$ cat src/rtl/engine_clause_queue.sv
// engine_clause_queue
//   Per-engine clause buffer placed directly after the distribution unit.
//   There is one instance for each BCP engine. The block takes the engine's
//   clause slice when the engine's grant bit is set, and reports back through
//   full_out. It offers the queued clauses to the engine, and separately the
//   most recent chosen unit clause (UC). Both use valid/ready handshakes.
//
// Ports
//   clock, reset            clock; synchronous active-low reset
//   clause_in, grant_in     clause slice and push request from the distribution unit
//   full_out, count_out     queue full flag (to full_in[engine]) and occupancy
//   flush_in                discard every queued clause
//   clause_out, clause_valid_out, clause_ready_in   head-of-queue handshake
//   uc_in, uc_valid_in      chosen unit clause from the distribution unit
//   uc_out, uc_valid_out, uc_ready_in               held-UC handshake
//   overflow_err            sticky flag: a grant arrived while the queue was full
module engine_clause_queue #(
    parameter int LIT_IDX_MAX = 1024,
    parameter int CLA_LENGTH  = 3,
    parameter int DEPTH       = 8,
    localparam int VAR_W = $clog2(LIT_IDX_MAX) + 1,
    localparam int CLA_W = CLA_LENGTH * VAR_W,
    localparam int CNT_W = $clog2(DEPTH + 1)
) (
    input  logic             clock,
    input  logic             reset,
    input  logic [CLA_W-1:0] clause_in,
    input  logic             grant_in,
    output logic             full_out,
    output logic [CNT_W-1:0] count_out,
    input  logic             flush_in,
    output logic [CLA_W-1:0] clause_out,
    output logic             clause_valid_out,
    input  logic             clause_ready_in,
    input  logic [VAR_W-1:0] uc_in,
    input  logic             uc_valid_in,
    output logic [VAR_W-1:0] uc_out,
    output logic             uc_valid_out,
    input  logic             uc_ready_in,
    output logic             overflow_err
);

    localparam int PTR_W = $clog2(DEPTH);
    localparam logic [CNT_W-1:0] FULL_CNT = CNT_W'(DEPTH);

    logic [CLA_W-1:0] mem_q [DEPTH];

    logic [PTR_W-1:0] rd_ptr_q, rd_ptr_d;
    logic [PTR_W-1:0] wr_ptr_q, wr_ptr_d;
    logic [CNT_W-1:0] count_q, count_d;
    logic [VAR_W-1:0] uc_q, uc_d;
    logic             uc_vld_q, uc_vld_d;
    logic             ovf_q, ovf_d;
    logic             push, pop;

    // full_out comes only from the registered count. A pop in the same cycle
    // therefore cannot make room for a grant that arrives while full.
    assign full_out         = (count_q == FULL_CNT);
    assign clause_valid_out = (count_q != '0);
    assign count_out        = count_q;
    assign clause_out       = mem_q[rd_ptr_q];
    assign uc_out           = uc_q;
    assign uc_valid_out     = uc_vld_q;
    assign overflow_err     = ovf_q;

    assign push = grant_in && !full_out;
    assign pop  = clause_valid_out && clause_ready_in;

    always_comb begin
        rd_ptr_d = rd_ptr_q;
        wr_ptr_d = wr_ptr_q;
        count_d  = count_q;
        uc_d     = uc_q;
        uc_vld_d = uc_vld_q;
        ovf_d    = ovf_q;

        if (flush_in) begin
            // A flush takes priority over any push or pop in the same cycle.
            rd_ptr_d = '0;
            wr_ptr_d = '0;
            count_d  = '0;
        end else begin
            // DEPTH is a power of two, so the pointers wrap on their own.
            if (push) wr_ptr_d = wr_ptr_q + PTR_W'(1);
            if (pop)  rd_ptr_d = rd_ptr_q + PTR_W'(1);
            case ({push, pop})
                2'b10:   count_d = count_q + CNT_W'(1);
                2'b01:   count_d = count_q - CNT_W'(1);
                default: count_d = count_q;
            endcase
        end

        if (grant_in && full_out) ovf_d = 1'b1;

        // A newly loaded UC takes priority over the consume of the old one.
        if (uc_valid_in) begin
            uc_d     = uc_in;
            uc_vld_d = 1'b1;
        end else if (uc_vld_q && uc_ready_in) begin
            uc_vld_d = 1'b0;
        end
    end

    always_ff @(posedge clock) begin
        if (!reset) begin
            rd_ptr_q <= '0;
            wr_ptr_q <= '0;
            count_q  <= '0;
            uc_q     <= '0;
            uc_vld_q <= 1'b0;
            ovf_q    <= 1'b0;
        end else begin
            rd_ptr_q <= rd_ptr_d;
            wr_ptr_q <= wr_ptr_d;
            count_q  <= count_d;
            uc_q     <= uc_d;
            uc_vld_q <= uc_vld_d;
            ovf_q    <= ovf_d;
        end
    end

    // Storage is not reset. A flushed push is not written, which keeps it
    // out of the queue.
    always_ff @(posedge clock) begin
        if (push && !flush_in) mem_q[wr_ptr_q] <= clause_in;
    end

endmodule

$ cat config.mk
export PLATFORM = sky130hd
export DESIGN_NAME = engine_clause_queue
export DESIGN_NICKNAME = d
export VERILOG_FILES = /design/src/rtl/engine_clause_queue.sv
export SDC_FILE = /design/constraint.sdc
export NUM_CORES = 1
export LEC_CHECK = 0
export ABC_AREA = 1
export CAP_MARGIN = 20
export CORE_UTILIZATION = 30
export CTS_CLUSTER_SIZE = 16
export DETAILED_ROUTE_END_ITERATION = 10
export GPL_TIMING_DRIVEN = 0
export HOLD_SLACK_MARGIN = 0.1
export PLACE_DENSITY = 0.52
export SYNTH_ARGS = -nofsm -noshare
export SYNTH_HDL_FRONTEND = slang
export SYNTH_SLANG_ARGS = --single-unit
$ cat constraint.sdc
create_clock -name clock -period 10.55 [get_ports clock]
set_clock_uncertainty 0.1 [all_clocks]
set_input_delay 1.055 -clock clock [delete_from_list [all_inputs] [get_ports clock]]
set_output_delay 1.055 -clock clock [all_outputs]
set_load 0.005 [all_outputs]
==> metrics <==
result of the run completed; Slowest-stage cell, CP clkdlybuf4s50_1; gr usage total 14.04%; PostCTS Resize Cnt 0; Slew HR 43.91%; CP cell instances buf_6, clkbuf_1, o21ai_0, o22ai_1, nand2_1, nand2_1, clkdlybuf4s50_1; Final setup viols 0; Clock Tree Buf Depth 3; Post-Syn Nets 950; IO Pins 103; row count 71; DP Wirelength 18020 um; ANT nets after route 0; initial DRC count 450; final number of hold-violating endpoints 0; Syn Area/Cell 12.77 um^2; sequential fraction of the synthesis area 74.01%; Setup crit end kind output port; Post-Syn Area 11410 um^2; DRC violations left 0; fin cells 1576; core footprint 37580 um^2; Post-CTS Setup Bufs 0; Slew Viols, Final 0; Area growth syn-to-layout 24.77%; CTS tree done; post-layout util 37.90%; global placer's final weighted congestion 0.7253; fmax 262.6 MHz; Reg clk slew, reported paths 0.06 ns; period utilisation layout 36.10%; top post-synthesis cells by area edfxtp_1, nor2_1, dfxtp_1; number of hold buffers added after cts 0; reg2reg end mem_q[5][24]; DP Cell Count 1518; Max-cap violations 0; aggregate global routing overflow 0; number of global-route vias before repair 7100; routed wire length 26990 um; synth unique cells 26; leak pwr 4.799 nW; CP peak stage delay 0.51 ns; min Tclk post-route 3.809 ns; Design Area, Final 14240 um^2; worst slew pin tran 0.8368 ns; maximum VDD drop 0.1382 mV; first-pass GRT wire length 41610 um; CP most frequent cell nand2_1; Critical Path Fanout Max 10; top-area cell type share of the netlist area 69.45%; Skew-Pair Late Insertion Delay 0.56 ns; clk sink count 290; total number of vias 7091; R2R setup slack 7.98 ns; WHS Path Cells 2; PortBufs 102; crit path DAT 2.65 ns; largest net degree at the start of global routing 25; Power Total 0.002465 W; Die Area 38830 um^2; crit path kind reg -> out; layout cells sized above 1 7.996%; CTS Buf Count 31; Die Y 197.1 um; worst r2r path cells 8; Pwr Density 173.1 nW/um^2; crit start category register; cell accounting for the most synthesized area edfxtp_1; final setup TNS 0 ns; H-tree depth 1; source of the worst register-to-register timing path count_out[0]; min-delay src overflow_err; Ys Warns 0; Synth Register Bits 290; placed inst area 13340 um^2; Nets 1096; DR pass1 iterations 7; post-synthesis cell count 894; RSZ-0062 raised after global routing false; initial antenna violation count 1; Die X 197.1 um; Hold/Removal Path Class reg -> reg; Wirelength per Cell 17.13 um; required time worst endpoint 9.40 ns; via density per instance 4.499; clock root cell clkbuf_16; starting density of the core 30.38%; Hold Path Sink overflow_err
[critical path: cells and delay by family (launching register included)]
kind,cells,cell delay (ns)
buf+inv,3,1.10
compound gates,2,0.41
flops,1,0.39
simple gates,2,0.20
[cell families (layout without fill, tap and decap cells)]
| group | after synthesis | count (layout) | share of synthesized area [%] |
|---|---|---|---|
| other | 0 | 2 | 0 |
| XOR/XNOR | 3 | 3 | 0.2302 |
| flip-flops | 290 | 290 | 74.01 |
| adder cells (fa/ha/maj) | 5 | 5 | 0.5481 |
| AO/OA/AOI/OAI | 193 | 193 | 8.824 |
| AND/OR/NAND/NOR | 298 | 298 | 10.06 |
| multiplexers | 33 | 33 | 2.894 |
| buffers and inverters | 72 | 241 | 3.431 |
[cell usage in the layout (no fill, tap or decap), types with 2 or more instances in the layout]
cell	Yosys	routed
nor2_1	167	161
o21ai_1	64	64
buf_12	1	5
mux2i_1	33	33
nand3_1	10	10
diode_2	0	2
dfxtp_1	26	26
a21oi_1	11	11
nor2_4	0	6
ha_1	5	5
clkinv_1	0	10
buf_16	0	2
buf_4	3	3
clkbuf_16	0	31
clkdlybuf4s50_1	0	102
xnor2_1	2	2
edfxtp_1	264	264
clkbuf_1	21	32
buf_2	16	16
buf_8	3	8
buf_6	5	5
inv_1	22	22
o22ai_1	33	33
o21ai_0	85	85
nand2_1	116	116
[synthesized netlist by cell type (all sizes together)]
library cell	count
or2	1
xor2	1
clkbuf	21
a21oi	11
nor2	167
mux2i	33
inv	23
xnor2	2
nand2	117
o21ai	149
nor3	2
dfxtp	26
nand3	10
ha	5
buf	28
o22ai	33
edfxtp	264
and3	1
[layer usage]
| metal | part of all wire, % | track usage (%) | vias up |
|---|---|---|---|
| met4 | 1.5 | 3.330 | 0 |
| met2 | 48 | 23.45 | 145 |
| met3 | 4.3 | 1.963 | 28 |
| li1 | - | - | 3496 |
| met5 | 0 | 0 | - |
| met1 | 46 | 19.29 | 3422 |
[flip-flops by register name (all words and copies together) (netlist names), named ones only]
register      count
uc_valid_out      1
overflow_err      1
count_out         4
rd_ptr_q          3
uc_out           11
wr_ptr_q          3
mem_q           264
[layout make-up]
class                      count  area [um^2]
timing repair buffer         113         1231
inverter                      23        88.84
sequential                   290         8448
fill                        3599        23330
buffer                        49        302.8
tap                          511        639.4
antenna                        2        5.005
clock buffer                  42        817.0
clock inverter                14        78.83
multi-input combinational    532         2631
[power by group]
group          internal [W]  switching, W
sequential          0.00127    0.00000713
clock              0.000541      0.000427
combinational     0.0000993      0.000120
total               0.00191      0.000554
[worst max-delay path by stage]
stage                     slack, ns        endpoint  depth (start not counted)  startpoint
after global routing           6.49  clause_out[30]                          7    register
after global placement         3.75    mem_q[5][14]                          5    grant_in
after floorplan                6.40     mem_q[5][0]                          4    grant_in
after CTS                      6.68  clause_out[28]                          7    register
after detailed placement       6.96    mem_q[5][16]                          7    grant_in
final                          6.74  clause_out[31]                          7    register
[metrics by stage]
stage / hold WS, ns / setup WS [ns]
after floorplan: 0.3449 / 6.395
after global placement: 0.3434 / 3.748
after detailed placement: 0.3535 / 6.964
after CTS: 0.3627 / 6.680
after global routing: 0.3774 / 6.491
final: 0.3549 / 6.741
No activity file was read; power rests on OpenSTA's default activity.
